### src/rtl/rf_wb_arbiter_if.sv
// Writeback requester bus: one requester's request, destination, data and grant.
//   req   : write request, held with waddr/wdata until gnt is seen at a rising edge
//   waddr : destination register index
//   wdata : value to write
//   gnt   : combinational grant, same cycle as req
// master = requester side, slave = arbiter side.
interface rf_wb_arbiter_if #(
  parameter int unsigned DSIZE = 16,
  parameter int unsigned RSIZE = 4
) ();
  logic             req;
  logic [RSIZE-1:0] waddr;
  logic [DSIZE-1:0] wdata;
  logic             gnt;

  modport master (output req, output waddr, output wdata, input gnt);
  modport slave  (input req, input waddr, input wdata, output gnt);
endinterface

### src/rtl/rf_wb_arbiter.sv
// Two-requester round-robin arbiter for the single register-file write port.
//   i_clock    : clock, all state updates on rising edge
//   i_reset    : synchronous active-high reset
//   i_hold     : pipeline freeze, suppresses all grants
//   i_wb0/1    : requester buses (0 = ALU path, 1 = memory-load path)
//   o_rf_wen   : registered write enable to register file
//   o_rf_waddr : registered write address
//   o_rf_wdata : registered write data
//   o_ptr      : round-robin pointer, index of preferred requester
//   o_drop     : registered pulse, a granted write to register 0 was discarded
module rf_wb_arbiter #(
  parameter int unsigned DSIZE = 16,
  parameter int unsigned RSIZE = 4
) (
  input  logic              i_clock,
  input  logic              i_reset,
  input  logic              i_hold,
  rf_wb_arbiter_if.slave    i_wb0,
  rf_wb_arbiter_if.slave    i_wb1,
  output logic              o_rf_wen,
  output logic [RSIZE-1:0]  o_rf_waddr,
  output logic [DSIZE-1:0]  o_rf_wdata,
  output logic              o_ptr,
  output logic              o_drop
);

  logic             r_ptr;
  logic             r_wen;
  logic [RSIZE-1:0] r_waddr;
  logic [DSIZE-1:0] r_wdata;
  logic             r_drop;

  logic             w_gnt0;
  logic             w_gnt1;
  logic             w_any_gnt;
  logic [RSIZE-1:0] w_sel_addr;
  logic [DSIZE-1:0] w_sel_data;

  // Grant decode: lone requester wins, contention resolved by r_ptr.
  always_comb begin
    w_gnt0 = 1'b0;
    w_gnt1 = 1'b0;
    if (!i_reset && !i_hold) begin
      if (i_wb0.req && (!i_wb1.req || !r_ptr)) begin
        w_gnt0 = 1'b1;
      end else if (i_wb1.req) begin
        w_gnt1 = 1'b1;
      end
    end
  end

  assign w_any_gnt  = w_gnt0 | w_gnt1;
  assign w_sel_addr = w_gnt1 ? i_wb1.waddr : i_wb0.waddr;
  assign w_sel_data = w_gnt1 ? i_wb1.wdata : i_wb0.wdata;

  assign i_wb0.gnt = w_gnt0;
  assign i_wb1.gnt = w_gnt1;

  // Register-file write stage and pointer; writes to register 0 are dropped.
  always_ff @(posedge i_clock) begin
    if (i_reset) begin
      r_ptr   <= 1'b0;
      r_wen   <= 1'b0;
      r_waddr <= '0;
      r_wdata <= '0;
      r_drop  <= 1'b0;
    end else if (w_any_gnt) begin
      // Loser of this grant becomes preferred next time.
      r_ptr <= w_gnt0;
      if (w_sel_addr != '0) begin
        r_wen   <= 1'b1;
        r_waddr <= w_sel_addr;
        r_wdata <= w_sel_data;
        r_drop  <= 1'b0;
      end else begin
        r_wen  <= 1'b0;
        r_drop <= 1'b1;
      end
    end else begin
      r_wen  <= 1'b0;
      r_drop <= 1'b0;
    end
  end

  assign o_rf_wen   = r_wen;
  assign o_rf_waddr = r_waddr;
  assign o_rf_wdata = r_wdata;
  assign o_ptr      = r_ptr;
  assign o_drop     = r_drop;

endmodule

### src/flat_wrapper.sv
// flat-port wrapper written by rule: the top's interface ports become plain ports
module rf_wb_arbiter_flat 
#(
  parameter int unsigned DSIZE = 16,
  parameter int unsigned RSIZE = 4
)
  (i_clock, i_reset, i_hold, o_rf_wen, o_rf_waddr, o_rf_wdata, o_ptr, o_drop, i_wb0_req, i_wb0_waddr, i_wb0_wdata, i_wb0_gnt, i_wb1_req, i_wb1_waddr, i_wb1_wdata, i_wb1_gnt);
  rf_wb_arbiter_if #(.DSIZE(DSIZE), .RSIZE(RSIZE)) i_wb0_i ();
  rf_wb_arbiter_if #(.DSIZE(DSIZE), .RSIZE(RSIZE)) i_wb1_i ();
  input  logic i_clock;
  input  logic i_reset;
  input  logic i_hold;
  output logic o_rf_wen;
  output logic [RSIZE-1:0] o_rf_waddr;
  output logic [DSIZE-1:0] o_rf_wdata;
  output logic o_ptr;
  output logic o_drop;
  input wire logic [$bits(i_wb0_i.req)-1:0] i_wb0_req;
  input wire logic [$bits(i_wb0_i.waddr)-1:0] i_wb0_waddr;
  input wire logic [$bits(i_wb0_i.wdata)-1:0] i_wb0_wdata;
  output wire logic [$bits(i_wb0_i.gnt)-1:0] i_wb0_gnt;
  input wire logic [$bits(i_wb1_i.req)-1:0] i_wb1_req;
  input wire logic [$bits(i_wb1_i.waddr)-1:0] i_wb1_waddr;
  input wire logic [$bits(i_wb1_i.wdata)-1:0] i_wb1_wdata;
  output wire logic [$bits(i_wb1_i.gnt)-1:0] i_wb1_gnt;
  assign i_wb0_i.req = i_wb0_req;
  assign i_wb0_i.waddr = i_wb0_waddr;
  assign i_wb0_i.wdata = i_wb0_wdata;
  assign i_wb0_gnt = i_wb0_i.gnt;
  assign i_wb1_i.req = i_wb1_req;
  assign i_wb1_i.waddr = i_wb1_waddr;
  assign i_wb1_i.wdata = i_wb1_wdata;
  assign i_wb1_gnt = i_wb1_i.gnt;
  rf_wb_arbiter #(.DSIZE(DSIZE), .RSIZE(RSIZE)) u_core (.i_clock(i_clock), .i_reset(i_reset), .i_hold(i_hold), .i_wb0(i_wb0_i), .i_wb1(i_wb1_i), .o_rf_wen(o_rf_wen), .o_rf_waddr(o_rf_waddr), .o_rf_wdata(o_rf_wdata), .o_ptr(o_ptr), .o_drop(o_drop));
endmodule
### config.mk
export PLATFORM = sky130hd
export DESIGN_NAME = rf_wb_arbiter_flat
export DESIGN_NICKNAME = d
export VERILOG_FILES = /design/src/rtl/rf_wb_arbiter_if.sv /design/src/rtl/rf_wb_arbiter.sv /design/src/flat_wrapper.sv
export SDC_FILE = /design/constraint.sdc
export NUM_CORES = 1
export LEC_CHECK = 0
export BUFFER_PORTS_ARGS = -buffer_cell sky130_fd_sc_hd__buf_4
export CORE_ASPECT_RATIO = 1.5
export CORE_MARGIN = 8
export CORE_UTILIZATION = 46
export DETAILED_ROUTE_END_ITERATION = 8
export PLACE_DENSITY = 0.9
export SYNTH_ARGS = -nofsm -noshare
export SYNTH_HDL_FRONTEND = slang
export SYNTH_SLANG_ARGS = --single-unit
export TNS_END_PERCENT = 30
### constraint.sdc
create_clock -name i_clock -period 3.1 [get_ports i_clock]
set_clock_uncertainty 0.05 [all_clocks]
set_input_delay 0.465 -clock i_clock [delete_from_list [all_inputs] [get_ports i_clock]]
set_output_delay 0.465 -clock i_clock [all_outputs]
set_load 0.1 [all_outputs]
# Word level (Yosys, flattened, before mapping)
# Index checks and enable logic that the tools add are counted.
# classes
n_bitwise,2
eq_ne,0
magnitude_cmp,0
add_sub_neg,0
n_shift,0
div,0
mul,0
mux,9
reduce_logical,10
# op_table
cell,count
two-way mux 16 bit,1
two-way mux 1 bit,7
zero test 1 bit,4
two-way mux 4 bit,1
nonzero test 4 bit,1
logical AND 1 bit,2
AND reduction 2 bit,1
OR reduction 2 bit,1
logical OR 1 bit,1
inverter 1 bit,1
OR 1 bit,1
# word_totals
wordCells,26
register_bits,23
ram_bits,0
out_inout_bits,25
latchBits,0
mem_count,0
romBits,0
input_bits,45

# Depth between registers and ports, before layout
# Gate-level depths: netlist (run 1).
# logic_depth
depth_word,8
mapped_depth,6
ltp_nobuf,5

# Worst setup path after synthesis (run 1)
# No wires, ideal clock.
# synth_timing
path_type,register to output
startpoint,"register u_core.r_ptr, in the netlist u_core.o_ptr"
endpoint,output i_wb1_gnt
arrival_time_ns,1.939
required_ns,2.585
setup_slack_ns,0.646
stages_incl_launch_ff,5
n_path_buf,1
cell_sequence,dfxtp_1 nand2b_1 nand2_1 clkinv_1 buf_2
# synth_via
elab_chain_len,5
# synth_rtl
item,line,rtl
start: declaration,rf_wb_arbiter.sv:27,logic r_ptr;
start signal: assignment,rf_wb_arbiter.sv:69,r_ptr <= w_gnt0;
zero test 1 bit,rf_wb_arbiter.sv:44,if (i_wb0.req && (!i_wb1.req || !r_ptr)) begin
logical OR 1 bit,rf_wb_arbiter.sv:44,
logical AND 1 bit,rf_wb_arbiter.sv:44,
two-way mux 1 bit,rf_wb_arbiter.sv:44,
two-way mux 1 bit,rf_wb_arbiter.sv:43,if (!i_reset && !i_hold) begin
end: declaration,flat_wrapper.sv:25,output wire logic [$bits(i_wb1_i.gnt)-1:0] i_wb1_gnt;
# No other way between the ends.

# Worst setup path after layout (run 1)
# layout_timing
startpoint,input i_reset
endpoint,output i_wb1_gnt
# layout_via
elab_chain_len,3
# layout_rtl
item,line,rtl
start: declaration,flat_wrapper.sv:11,input logic i_reset;
zero test 1 bit,rf_wb_arbiter.sv:43,
logical AND 1 bit,rf_wb_arbiter.sv:43,
two-way mux 1 bit,rf_wb_arbiter.sv:43,
# No other way between the ends.

==> summary.md, run 1 <==
| Metric | Value |
|---|---|
| Status | completed |
| Ant diodes | 0 |
| P_leak | 0.746 nW |
| Placement Setup Slack | 0.777 ns |
| Final hold slack | 0.369 ns |
| Clock network latency to the later pin of the worst-skew pair | 0.30 ns |
| RSZ-0062 raised after global routing | false |
| Final hold vios | 0 |
| Congestion Overflow GR | 0 |
| Crit Path Max Fanout | 24 |
| Ys Warns | 0 |
| Hold_buf cts | 0 |
| Flops & latches, synth | 23 |
| Largest net degree at the start of global routing | 25 |
| Setup TNS after final layout | 0 ns |
| Req. time, crit path | 2.58 ns |
| IO Pins | 70 |
| Root Buffer | clkbuf_4 |
| Worst rel slew slack | 52.2% |
| 1st-pass router iterations | 4 |
| Worst IR drop on VDD | 0.303 mV |
| Setup-failing EPs final | 0 |
| DRT iter0 DRCs | 45 |
| Final Cycle Share | 76.1% |
| Syn_nets | about 180 |
| Slew @ Worst Pin | 0.715 ns |
| Post-cts resize count | 0 |
| Critical path arrival | 1.84 ns |
| Highest Signal Layer | met4 |
| Clk slew on worst S/H paths | 0.13 ns |
| Final Max Tran Viols | 0 |
| Setup Buffers After CTS | 0 |
| GPL Wtd Cong | 0.779 |
| Final Cell Area | ~1700 um2 |
| Synth-to-Final Area Change | 44.4% |
| CTS Buf Count | 3 |
| Global-route wire length before repair | 6.05 mm |
| GR Util All Layers | roughly 16% |
| Final Util | 69.4% |
| Vias in the first global route | 1,353 |
| Syn Area/Cell | 8.53 um2 |
| Layout Nets | ~250 |
| Crit path kind | primary input to primary output |
| WL final | 3.79 mm |
| Layout cell share with drive strength beyond 1 | 42.9% |
| Worst Setup End Kind | primary output |
| Die height | 78.0 um |
| Mapped cell area | between 1000 and 1500 um2 |
| FMAX | between 0.4 and 0.5 GHz |
| Synth cell types | 29 |
| Asr flop ratio synth | 0% |
| Max clock buf depth | 2 |
| PwrDens | approximately 460 nW/um2 |
| Commonest non-fill, non-tap cell in the layout | buf_4 |
| Port bufs | 69 |
| Most frequent cells in the layout | 70 x buf_4, 38 x nand2_1, 23 x dfxtp_1 |
| Die ar. | 4470 um2 |
| # rows | 22 |
| Area leader, netlist | dfxtp_1 |
| Drt wl/cell | 16.7 um |
| Number of synthesized flops with an enable pin | 0 |
| Routed met2 length | a little over 2 mm |
| Detail Route met3 WL | 288 um |
| HP Class | primary input to register |
| CP startpoint kind | primary input |
| Metal-1 WL | ~1.4 mm |
| Via count | 1,295 |
| Core Region | 2450 um2 |
| Initial antenna violation count | 0 |
| Main synth FF type | dfxtp_1 |
| Initial Utilization | 48.1% |
| Die width | 57.3 um |
| # clock sinks | 23 |
| Remaining antenna violation count | 0 |
| Synth top area cells | dfxtp_1 39%, nand2_1 12%, a311oi_2 11% |
| Placed cell areas | 1670 um2 |
| CTS tree | built |
| Drt drc | 0 |
| Sequential fraction of the synthesis area | 39.1% |
| Tmin final | about 2.4 ns |
| Post-DP HPWL | 3.01 mm |
| CTS H-tree lvls | 1 |
| Syn Inst Count | 138 |
| Max-cap violations | 0 |
| Synth top area share | 39.1% |
| Vias per cell | 5.70 |
| Fin worst setup slack | 0.742 ns |
==> per-layer routing <==
metal | GRT usage (%) | vias up
met2 | 29.7 | 56
met1 | 17.2 | 602
li1 | - | 635
met3 | 5.61 | 2
met4 | 4.28 | 0
met5 | 0 | -
==> cells in the mapped netlist (2+ instances only) <==
cell type	n
dfxtp_1	23
a21o_1	2
nand2_1	38
inv_1	3
nand3_1	4
buf_2	3
o21ai_0	3
nor3_1	19
clkbuf_1	2
nor2_1	2
a311oi_2	9
a311oi_1	9
buf_6	3
a21oi_1	3
==> per-stage QoR <==
step,power [W],cells
after global routing,0.000822,227
after CTS,0.000792,227
after global placement,0.000657,223
after floorplan,0.000568,138
final,0.000790,227
after detailed placement,0.000662,223
==> logic make-up after synthesis <==
group                  synth area share, %
AO/OA/AOI/OAI                         24.3
buffers and inverters                 6.38
flip-flops                            39.1
AND/OR/NAND/NOR                       30.2
==> final timing paths <==
path | depth (start not counted) | startpoint | end | slack (ns)
hold reg to reg | 2 | u_core.o_rf_waddr[0] | u_core.o_rf_waddr[0] | 0.45
setup reg to reg | 4 | u_core.o_ptr | u_core.o_rf_wdata[9] | 1.35
setup / recovery | 5 | i_reset | i_wb1_gnt | 0.74
hold / removal | 3 | i_wb1_wdata[1] | u_core.o_rf_wdata[1] | 0.37
==> report_power, final <==
| part | internal [W] | total [W] | switching (W) | leakage (nW) |
|---|---|---|---|---|
| sequential | 0.000317 | 0.000329 | 0.0000127 | 0.189 |
| combinational | 0.0000952 | 0.000325 | 0.000230 | 0.540 |
| clock | 0.0000481 | 0.000136 | 0.0000876 | 0.0177 |
==> worst max-delay path: stages <==
cell and delay (ns):
buf_4 0.20, nor3b_1 0.36, nand2_1 0.13, clkinv_1 0.30, buf_4 0.37
==> state kept, by name, indices dropped and copies added, names as in the netlist <==
register	flops
u_core.o_rf_wen	1
u_core.o_drop	1
u_core.o_ptr	1
u_core.o_rf_wdata	16
u_core.o_rf_waddr	4
==> cell type report <==
cell class              count  area, um2
well taps                  24       30.0
clock buffers               3       22.5
inverters                   4       15.0
clock inverters             1       5.00
fillers                   218        749
repair buffers             70        526
flip-flops and latches     23        460
multi-input cells         102        642
Note: power is estimated with default switching activity, not from simulation.
==> inputs of run 2 (changes only) <==
CORE_UTILIZATION = 38   (was 46)
PLACE_DENSITY = 0.8   (was 0.9)
clock period = 1.9 ns   (was 3.1 ns; I/O delays follow)
==> run 2 against run 1 <==
Non-clock buffer count grew 8. Worst hold slack got worse by 0.12 ns. Register-to-register slack lost 1.0 ns. Clock power is 120% higher. Routed wire length is 2.9% lower. Sequential cell count unchanged. Highest routed layer unchanged. Sequential power up 63%. Worst setup slack got worse by 0.55 ns. Power is 74% higher. Combinational power rose by 66%. Core utilization down 11 points.
==> summary.md, run 2 (same netlist as run 1, synthesis figures left out) <==
| Metric | Value |
|---|---|
| Global-route wire length before repair | a little under 6 mm |
| CTS tree | built |
| Tmin final | 1.71 ns |
| P_leak | between 0.7 and 0.8 nW |
| # rows | 25 |
| Crit-path cells | nand2b_1, nand2_1, clkinv_1, buf_4 |
| CP startpoint kind | register |
| DRT iter0 DRCs | 55 |
| Root Buffer | clkbuf_8 |
| Vias per cell | 5.19 |
| Worst Setup End Kind | primary output |
| CP Buf/Inv Count | 2 |
| Most frequent cells in the layout | 78 x buf_4, 38 x nand2_1, 22 x dfxtp_1 |
| Final Util | between 50% and 60% |
| Max clock buf depth | 2 |
| CP Depth | 4 |
| # clock sinks | 23 |
| Max reg flops | 16 |
| Clock network latency to the later pin of the worst-skew pair | 0.26 ns |
| Hold EP | u_core.o_rf_wdata[4] |
| Largest net degree at the start of global routing | 20 |
| Crit Path Max Fanout | 6 |
| Worst IR drop on VDD | just under 0.5 mV |
| Die width | 61.5 um |
| IO Pins | 70 |
| RSZ-0062 raised after global routing | false |
| Port bufs | slightly below 70 |
| Via count | 1,302 |
| CTS H-tree lvls | 1 |
| WL final | 3.68 mm |
| GR Util met1 | 15.5% |
| CP max-delay cell | dfxtp_2 |
| Worst Reg-to-Reg Cells | 4 |
| Reg2reg end | u_core.o_rf_wdata[11] |
| FF-to-FF Start | u_core.o_ptr |
| Met2 Track Usage GR | approximately a quarter |
| Met3 GRT Util | between 3 and 4% |
| Die height | about 84 um |
| HP Class | primary input to register |
| Die ar. | 5170 um2 |
| Initial antenna violation count | 0 |
| 1st-pass router iterations | 5 |
| Worst rel slew slack | 58.1% |
| Crit path max-delay family | buffers and inverters |
| Core Region | 3070 um2 |
| Layout Nets | 257 |
| Congestion Overflow GR | 0 |
| GR Util All Layers | 14.2% |
| Crit path kind | register to primary output |
| Setup-failing EPs final | 0 |
| Status | completed |
| Worst Min Path Start | i_wb0_wdata[4] |
| Setup Buffers After CTS | 0 |
| Final Cycle Share | 90.2% |
| Ant diodes | 0 |
| Drt drc | 0 |
| Post-cts resize count | 0 |
| Vias in the first global route | 1,307 |
| Critical path arrival | 1.38 ns |
| Reg2reg setup slack | 0.35 ns |
| GPL Wtd Cong | between 0.7 and 0.8 |
| Slew @ Worst Pin | 0.628 ns |
| Final Max Tran Viols | 0 |
| Req. time, crit path | 1.56 ns |
| CP peak stage delay | 0.35 ns |
| Post-DP HPWL | 2.87 mm |
| Hold-critical path depth | 3 |
| FMAX | 0.584 GHz |
| Max-cap violations | 0 |
| Remaining antenna violation count | 0 |
| Clk slew on worst S/H paths | 0.08 ns |
| Final hold vios | 0 |
| Commonest non-fill, non-tap cell in the layout | buf_4 |
| Synth-to-Final Area Change | 52.9% |
| Layout cell share with drive strength beyond 1 | 45.5% |
| Setup TNS after final layout | 0 ns |
| PwrDens | 763 nW/um2 |
| Drt wl/cell | 14.7 um |
| Initial Utilization | 38.4% |
| Hold_buf cts | 0 |
| CTS Buf Count | 3 |
| Grt peak-use layer | met2 |
## run 2: cell count changes in the layout (fill, tap and decap cells not counted), sizes merged
| cell | before | now |
|---|---|---|
| buf | 70 | 78 |
## run 2: how the worst max path moves through the flow
stage	startpoint	endpoint	slack (ns)
2_1_floorplan	u_core.o_ptr	u_core.o_rf_wdata[10]	0.002
3_3_place_gp	i_wb0_waddr[2]	u_core.o_rf_wdata[11]	0.04
3_5_place_dp	i_reset	u_core.o_rf_wdata[7]	0.03
4_1_cts	u_core.o_ptr	i_wb1_gnt	0.18
5_1_grt	u_core.o_ptr	i_wb1_gnt	0.1
6_report	u_core.o_ptr	i_wb1_gnt	0.19
## run 2: tightest hold or removal path, stage by stage
cell      delay [ns]
buf_4           0.11
nand2_1         0.04
a311oi_1        0.07
## run 2: where the power goes
group	total (W)	switching [W]	internal (W)	leakage (nW)
sequential	0.000535	0.0000183	0.000516	0.189
clock	0.000298	0.000152	0.000146	0.0255
combinational	0.000541	0.000378	0.000163	0.581
total	0.00137	0.000548	0.000826	0.796
## run 2: final cells by class
class | count | area [um2]
Clock buffer | 3 | 41.3
Clock inverter | 1 | 5.00
Fill cell | 306 | 1260
Inverter | 4 | 15.0
Multi-Input combinational cell | 102 | 642
Sequential cell | 23 | 462
Tap cell | 40 | 50.0
Timing Repair Buffer | 78 | 586
## run 2: layer usage
| layer | routed length, um | share of wire, % | up-vias |
|---|---|---|---|
| li1 | - | - | 651 |
| met1 | 1360 | 37 | 596 |
| met2 | 1940 | 53 | 51 |
| met3 | 321 | 8.7 | 4 |
| met4 | 66 | 1.8 | 0 |
| met5 | 0 | 0 | - |
## run 2: through the flow
stage	power, W	setup WS, ns	std cells	instance area [um2]	hold slack [ns]
floorplan	0.000928	0.00187	138	1180	0.307
global route	0.00144	0.0950	251	1800	0.244
finish	0.00137	0.187	251	1800	0.248
global placement	0.00109	0.0362	247	1750	0.413
CTS	0.00138	0.181	251	1800	0.248
detailed placement	0.00109	0.0304	247	1750	0.412
